===== src/rtl/stream_packer_pkg.sv =====
// Shared stream constants and helpers for the packer and the 32-bit FIFO.
// The packer and FIFO both take their default widths from here, so their
// DATA_WIDTH values stay in step.
package stream_packer_pkg;

    // Default wide stream width, which is also the FIFO DATA_WIDTH.
    localparam int unsigned STREAM_DATA_WIDTH = 32;
    // Default lane (narrow beat) width.
    localparam int unsigned STREAM_LANE_WIDTH = 8;
    // Default number of lanes per wide word.
    localparam int unsigned STREAM_RATIO      = STREAM_DATA_WIDTH / STREAM_LANE_WIDTH;

    // True when v is a non-zero power of two.
    function automatic bit isPow2(input int unsigned v);
        return (v != 0) && ((v & (v - 1)) == 0);
    endfunction

endpackage


===== src/rtl/stream_reg_slice.sv =====
// Single-entry valid/ready register slice with a generic payload.
// Ports:
//   clkIn, rstNIn        clock, asynchronous active-low reset
//   inValidIn            upstream word valid
//   inReadyOut           slice can take a word (empty or draining), combinational
//   inPayloadIn          upstream payload
//   outValidOut          registered word valid
//   outReadyIn           downstream accepts the word
//   outPayloadOut        registered payload, held stable while stalled
module stream_reg_slice #(
    parameter int unsigned PAYLOAD_WIDTH = 32
) (
    input  logic                     clkIn,
    input  logic                     rstNIn,
    input  logic                     inValidIn,
    output logic                     inReadyOut,
    input  logic [PAYLOAD_WIDTH-1:0] inPayloadIn,
    output logic                     outValidOut,
    input  logic                     outReadyIn,
    output logic [PAYLOAD_WIDTH-1:0] outPayloadOut
);

    logic                     validR;
    logic [PAYLOAD_WIDTH-1:0] payloadR;

    // A word can enter when the register is empty or leaving on this edge.
    assign inReadyOut = !validR || outReadyIn;

    // Load takes priority over drain, so back-to-back words keep valid high.
    always_ff @(posedge clkIn or negedge rstNIn) begin
        if (!rstNIn) begin
            validR   <= 1'b0;
            payloadR <= '0;
        end else if (inValidIn && inReadyOut) begin
            validR   <= 1'b1;
            payloadR <= inPayloadIn;
        end else if (outReadyIn) begin
            validR   <= 1'b0;
        end
    end

    assign outValidOut   = validR;
    assign outPayloadOut = payloadR;

endmodule


===== src/rtl/stream_packer.sv =====
// Width upsizer: packs RATIO narrow beats into one wide word, with per-lane
// keep bits and a last flag, for the FIFO write port. A packet end or a flush
// emits a zero-filled partial word.
// Ports:
//   clkIn, rstNIn        clock, asynchronous active-low reset
//   wrDataIn             narrow input beat
//   wrValidIn            input beat valid
//   wrLastIn             beat closes a packet
//   wrReadyOut           beat accepted when wrValidIn & wrReadyOut (combinational)
//   flushIn              request to emit the partially filled word
//   rdDataOut            packed word, lane 0 in the low bits
//   rdKeepOut            bit i set when lane i holds data
//   rdLastOut            word closes a packet
//   rdValidOut           output word valid
//   rdReadyIn            downstream accepts the word
module stream_packer
    import stream_packer_pkg::*;
#(
    parameter int unsigned IN_WIDTH = STREAM_LANE_WIDTH,
    parameter int unsigned RATIO    = STREAM_RATIO
) (
    input  logic                      clkIn,
    input  logic                      rstNIn,
    input  logic [IN_WIDTH-1:0]       wrDataIn,
    input  logic                      wrValidIn,
    input  logic                      wrLastIn,
    output logic                      wrReadyOut,
    input  logic                      flushIn,
    output logic [IN_WIDTH*RATIO-1:0] rdDataOut,
    output logic [RATIO-1:0]          rdKeepOut,
    output logic                      rdLastOut,
    output logic                      rdValidOut,
    input  logic                      rdReadyIn
);

    localparam int unsigned OUT_WIDTH     = IN_WIDTH * RATIO;
    localparam int unsigned LANE_WIDTH    = $clog2(RATIO);
    localparam int unsigned PAYLOAD_WIDTH = 1 + RATIO + OUT_WIDTH;

    // Lane arithmetic relies on the counter wrapping naturally at RATIO.
    if (RATIO < 2 || !isPow2(RATIO)) begin : gBadRatio
        $error("stream_packer: RATIO must be a power of two and at least 2");
    end

    logic [OUT_WIDTH-1:0]     accR;
    logic [RATIO-1:0]         keepAccR;
    logic [LANE_WIDTH-1:0]    laneR;

    logic                     sliceReady;
    logic                     wrEn;
    logic                     complete;
    logic                     flushGo;
    logic                     loadEn;
    logic [OUT_WIDTH-1:0]     mergedData;
    logic [RATIO-1:0]         mergedKeep;
    logic [PAYLOAD_WIDTH-1:0] loadPayload;
    logic [PAYLOAD_WIDTH-1:0] outPayload;

    assign wrReadyOut = sliceReady;
    assign wrEn       = wrValidIn && sliceReady;
    assign complete   = wrEn && ((laneR == LANE_WIDTH'(RATIO - 1)) || wrLastIn);

    // Accumulator as it would look with the current beat written in.
    always_comb begin
        mergedData = accR;
        mergedKeep = keepAccR;
        for (int i = 0; i < RATIO; i++) begin
            if (wrEn && (laneR == LANE_WIDTH'(i))) begin
                mergedData[i*IN_WIDTH +: IN_WIDTH] = wrDataIn;
                mergedKeep[i]                      = 1'b1;
            end
        end
    end

    // A completion on the same edge wins; a flush of nothing emits nothing.
    assign flushGo     = flushIn && sliceReady && !complete && (mergedKeep != '0);
    assign loadEn      = complete || flushGo;
    assign loadPayload = {complete && wrLastIn, mergedKeep, mergedData};

    // Accumulator and lane counter; cleared whenever a word leaves for the output.
    always_ff @(posedge clkIn or negedge rstNIn) begin
        if (!rstNIn) begin
            accR     <= '0;
            keepAccR <= '0;
            laneR    <= '0;
        end else if (loadEn) begin
            accR     <= '0;
            keepAccR <= '0;
            laneR    <= '0;
        end else if (wrEn) begin
            accR     <= mergedData;
            keepAccR <= mergedKeep;
            laneR    <= laneR + LANE_WIDTH'(1);
        end
    end

    stream_reg_slice #(
        .PAYLOAD_WIDTH (PAYLOAD_WIDTH)
    ) uOutReg (
        .clkIn         (clkIn),
        .rstNIn        (rstNIn),
        .inValidIn     (loadEn),
        .inReadyOut    (sliceReady),
        .inPayloadIn   (loadPayload),
        .outValidOut   (rdValidOut),
        .outReadyIn    (rdReadyIn),
        .outPayloadOut (outPayload)
    );

    assign rdDataOut = outPayload[OUT_WIDTH-1:0];
    assign rdKeepOut = outPayload[OUT_WIDTH +: RATIO];
    assign rdLastOut = outPayload[PAYLOAD_WIDTH-1];

endmodule

===== config.mk =====
export PLATFORM = sky130hd
export DESIGN_NAME = stream_packer
export DESIGN_NICKNAME = d
export VERILOG_FILES = /design/src/rtl/stream_packer_pkg.sv /design/src/rtl/stream_reg_slice.sv /design/src/rtl/stream_packer.sv
export SDC_FILE = /design/constraint.sdc
export NUM_CORES = 1
export LEC_CHECK = 0
export ABC_AREA = 1
export ABC_CLOCK_PERIOD_IN_PS = 5000
export BUFFER_PORTS_ARGS = -buffer_cell sky130_fd_sc_hd__buf_2
export CAP_MARGIN = 20
export CORE_ASPECT_RATIO = 0.75
export CORE_MARGIN = 5
export CORE_UTILIZATION = 30
export DETAILED_ROUTE_END_ITERATION = 7
export PLACE_DENSITY = 0.59
export SKIP_CTS_REPAIR_TIMING = 1
export SYNTH_ARGS = -nofsm -noshare
export SYNTH_HDL_FRONTEND = slang
export SYNTH_SLANG_ARGS = --single-unit

===== constraint.sdc =====
create_clock -name clkIn -period 5 [get_ports clkIn]
set_input_delay 0.5 -clock clkIn [delete_from_list [all_inputs] [get_ports clkIn]]
set_output_delay 0.5 -clock clkIn [all_outputs]
set_load 0.05 [all_outputs]

; ---- Word level (Yosys, flattened, before mapping)
; Index checks and enable logic that the tools add are counted.
[totals]
ff_bits = 76
input_bits = 14
out_inout_bits = 39
word_cells = 45
[op_classes]
n_reduce_logical = 20
eq_ne = 3
mux = 16
addsub = 1
[ops]
columns = op, n
row1 = two-way mux 32 bit, 2
row2 = two-way mux 8 bit, 4
row3 = logical AND 1 bit, 11
row4 = two-way mux 4 bit, 2
row5 = two-way mux 1 bit, 6
row6 = "== test 2 bit, second input constant", 2
row7 = two-way mux 2 bit, 2
row8 = nonzero test 2 bit, 2
row9 = nonzero test 4 bit, 1
row10 = logical OR 1 bit, 3
row11 = "adder 2 x 1 -> 2 bit, second input constant", 1
row12 = "== test 2 x 1 -> 1 bit, second input constant", 1
row13 = zero test 1 bit, 2
row14 = zero test 2 bit, 1

; ---- Depth between registers and ports, before layout
[depth]
word_depth = 10
ltp_mapped = 11

; ---- Hierarchy
; Synthesis repeated with hierarchy kept, for this count alone.
[unflattened]
hier_cells = 389
hier_area_um2 = 3353.2
[modules_own_cells]
columns = mod, n_inst, cells_each, seq_area_each_um2, area_each_um2
row1 = stream_packer, 1, 224, 950.9, 1831.8
row2 = stream_reg_slice, 1, 165, 950.9, 1521.5

; ---- Least setup slack after synthesis
; Ideal clock, no wire load.
[synth_timing]
path_type = flip-flop to flip-flop
start = register uOutReg.validR, in the netlist uOutReg.outValidOut
end = register uOutReg.payloadR[33], in the netlist uOutReg.outPayloadOut[33]
stages_incl_launch_ff = 11
synth_period_minus_slack_ns = 2.078
path_buffers = 1
arrival_ns = 1.960
setup_time_ns = 0.118
slack_ns = 2.922
required_time_ns = 4.882
path_cell_list = dfrtp_1 -> nand2_2 -> nand3_1 -> nand2_1 -> nor2_1 -> nand2_1 -> nand2_2 -> nand2_4 -> buf_6 -> nand2_1 -> nand2_1
[synth_via]
elab_chain_cells = 9
[synth_rtl]
columns = element, line
row1 = "start, declared", stream_reg_slice.sv:23  ; logic validR;
row2 = "start signal, assigned", stream_reg_slice.sv:32  ; validR <= 1'b0;
row3 = "start signal, assigned", stream_reg_slice.sv:35  ; validR <= 1'b1;
row4 = "start signal, assigned", stream_reg_slice.sv:38  ; validR <= 1'b0;
row5 = zero test 1 bit (*), stream_reg_slice.sv:27  ; assign inReadyOut = !validR || outReadyIn;
row6 = logical OR 1 bit (*), stream_reg_slice.sv:27
row7 = net wrReadyOut, stream_packer.sv:27  ; output logic wrReadyOut,
row8 = logical AND 1 bit, stream_packer.sv:60  ; assign wrEn = wrValidIn && sliceReady;
row9 = "logical AND 1 bit, on equally long branches", "stream_packer.sv:68, stream_packer.sv:61"
row10 = two-way mux 1 bit or zero test 1 bit (tied branches), "stream_packer.sv:68, stream_packer.sv:76"
row11 = nonzero test 4 bit or logical AND 1 bit (tied branches), stream_packer.sv:76  ; assign flushGo = flushIn && sliceReady && !complete && (mergedKeep != '0);
row12 = logical AND 1 bit, stream_packer.sv:76
row13 = logical OR 1 bit, stream_packer.sv:77  ; assign loadEn = complete || flushGo;
row14 = logical AND 1 bit, stream_reg_slice.sv:34  ; end else if (inValidIn && inReadyOut) begin
row15 = "end signal, assigned", stream_reg_slice.sv:36  ; payloadR <= inPayloadIn;
row16 = "end, declared", stream_reg_slice.sv:24  ; logic [PAYLOAD_WIDTH-1:0] payloadR;
; The timed path passes the listed nets; every way through them passes the cells marked *.
; A chain may end at the register's enable or synchronous reset.

; ---- Worst setup path after layout
[layout_timing]
start = register laneR[0]
end = register uOutReg.payloadR[0], in the netlist uOutReg.outPayloadOut[0]
[layout_via]
elab_chain_cells = 8
[layout_rtl]
columns = element, line
row1 = "start, declared", stream_packer.sv:47  ; logic [LANE_WIDTH-1:0] laneR;
row2 = "start signal, assigned", stream_packer.sv:93  ; laneR <= laneR + LANE_WIDTH'(1);
row3 = branches (longest 8 deep; another with nonzero test 4 bit), --
; Parallel ways; which one is timed is not known.

==> results_dict.tcl <==
set metrics [dict create \
    final_area_mm2 0.003871 \
    clkSinkCount 76 \
    die_h_um 99.99 \
    fin_hold_ws_ns 0.2969 \
    layout_commonest_cell "nand2_1" \
    min_path_type "in2async" \
    cp.required_ns 5.22 \
    layout_common_cells "nand2_1 (111), dfrtp_1 (76), buf_2 (51)" \
    critPathMaxFanout 42 \
    yosys-top-cells-area "dfrtp_1 (59%), nand2_1 (13%), nand3_1 (6.5%), and3_1 (6.2%), o21ai_0 (5.1%)" \
    p_leak_nw 2.195 \
    synthDistinctLibCells 19 \
    grt.met1_usage_pct 17.73 \
    switching_share_pct 44.43 \
    dr.first_iter.drc_count 244 \
    place_area_mm2 0.003570 \
    gr-max-usage-layer "met2" \
    clkLatencyLatePin_ns 0.33 \
    ctsLongestPathBuffers 2 \
    gp_congestion 0.7270 \
    worstMarginPinSlew_ns 0.9660 \
    power.density_mw_per_mm2 666.4 \
    cts_tree "yes" \
    first_pass_iters 4 \
    n_antenna_cell 0 \
    timing.fmax_ghz 0.3965 \
    nNetsFinal 418 \
    hpwl_mm 4.916 \
    ys_seq_area_share_pct 58.71 \
    tns_ns 0 \
    min_period_over_period_pct 50.44 \
    grt.overflow.total 0 \
    ys_ff_latch 76 \
    grt_use_met2_pct 19.25 \
    clock_power_share_pct 25.2 \
    drive_gt1_share_pct 19.01 \
    fin_total_pwr_w 0.002580 \
    groute.usage.overall_pct 12.59 \
    postSynthAreaPerCell_um2 9.074 \
    worstSetupPathType "reg2reg" \
    syn_area_mm2 0.003239 \
    stdcell_count 541 \
    r2r_start "laneR[0]" \
    ant_nets 0 \
    grt_first_pass_wirelength_mm 12.87 \
    period_minus_slack_ns 2.522 \
    ioPinCount 53 \
    core_area_mm2 0.01041 \
    ys_warn_count 0 \
    slew-limit-headroom_pct 35.60 \
    cp-end-kind "flop" \
    critPathLaunch "laneR[0]" \
    syn_inst 357 \
    antenna_found_initial 0 \
    arrival_ns 2.74 \
    setup_viol 0 \
    synth_top_area_share_pct 58.71 \
    finClkSkew_ns 0.008377 \
    grt_max_degree 77 \
    vias_per_cell 4.643 \
    die_x_um 130.0 \
    vias 2512 \
    htreeDepth 3 \
    slew_violations 0 \
    drv_cap 0 \
    clkTransAtPathRegs_ns 0.07 \
    die_area_mm2 0.01300 \
    post_drt_wl_per_cell_um 13.99 \
    io_buffers 52 \
    power_frac_comb_pct 40.6 \
    rows 32 \
    gr-usage-met3_pct 4.362 \
    first_global_vias 2468 \
    fill_cells 1099 \
    p_switching_w 0.001146 \
    drc 0 \
    ctsRootBufferMaster "clkbuf_16" \
    finalHoldViolations 0 \
    ir_drop_mv 0.2260 \
    synth_area_leader_cell "dfrtp_1" \
    area_delta_synth_final_pct 19.51 \
    dp_cells 525 \
    rsz0062_at_grt "false" \
    status "complete, no violations" \
    numCtsBuffers 9 \
    start_util_pct 31.12 \
    synth_fp_nets 375 \
    p_int_w 0.001434 \
    start_kind "flop" \
    routed_wl_mm 7.569 \
    seqPwrFrac_pct 34.2 \
]
## critical path, stage by stage (launching register included)
cell and delay (ns):
dfrtp_1 0.42, ha_1 0.26, o21ai_4 0.61, buf_4 0.49, nand2_4 0.34, nand2_1 0.19
nand2_1 0.06
## cell families after synthesis
family,count (synthesis),share of synthesized area [%]
simple gates,198,27.58
flops,76,58.71
buf+inv,43,6.411
compound gates,35,5.485
fa+ha+maj,4,1.545
xor+xnor,1,0.2704
## sequential cells by signal (all words and copies together), names as in the netlist
| register | flops |
|---|---|
| accR | 32 |
| keepAccR | 4 |
| laneR | 2 |
| uOutReg.outPayloadOut | 37 |
| uOutReg.outValidOut | 1 |
## cell usage after synthesis (all sizes together)
| cell | n |
|---|---|
| nor2 | 8 |
| nand2 | 116 |
| dfrtp | 76 |
| inv | 21 |
| clkbuf | 12 |
| o21ai | 34 |
| xor2 | 1 |
| ha | 4 |
| and3 | 32 |
| nand3 | 42 |
| buf | 10 |
| a21boi | 1 |
## path summary, 6_finish.rpt
kind,to,slack [ns],cells after the start
max in group asynchronous,uOutReg.outPayloadOut[7],4.04,1
min in group clkIn,uOutReg.outPayloadOut[36],0.43,3
min reg2reg,uOutReg.outPayloadOut[6],0.50,2
min,uOutReg.outPayloadOut[14],0.30,1
max,uOutReg.outPayloadOut[0],2.48,6
max reg2reg,uOutReg.outPayloadOut[0],2.48,6
## per-layer routing
layer / wire length [um] / vias up
met5: 0 / -
li1: - / 1240
met2: 3385 / 64
met4: 35 / 0
met3: 602 / 5
met1: 3546 / 1203
## cell type report
type                       count  area (um2)  share of cell area [%]
clock buffer                   9       225.2                   5.818
clock inverter                 7       76.32                   1.972
inverter                      21       78.83                   2.036
multi-input combinational    238        1141                   29.48
sequential                    76        1902                   49.13
tap                          136       170.2                   4.396
timing repair buffer          54       277.8                   7.175
## power groups by stage
| stage | registers (W) | logic (W) | clock network, W |
|---|---|---|---|
| finish | 0.000882 | 0.00105 | 0.000651 |
| global route | 0.000906 | 0.00116 | 0.000692 |
| CTS | 0.000886 | 0.00107 | 0.000661 |
| detailed placement | 0.000895 | 0.00106 | 0 |
| global placement | 0.000891 | 0.00105 | 0 |
| floorplan | 0.00126 | 0.000469 | 0 |
## through the flow
step	util, %	worst slack (ns)
3_3_place_gp	34.29	2.491
4_1_cts	37.19	2.467
3_5_place_dp	34.29	2.446
5_1_grt	37.19	2.198
6_report	37.19	2.478
2_1_floorplan	-	2.922
(Power assumes the default switching activity.)
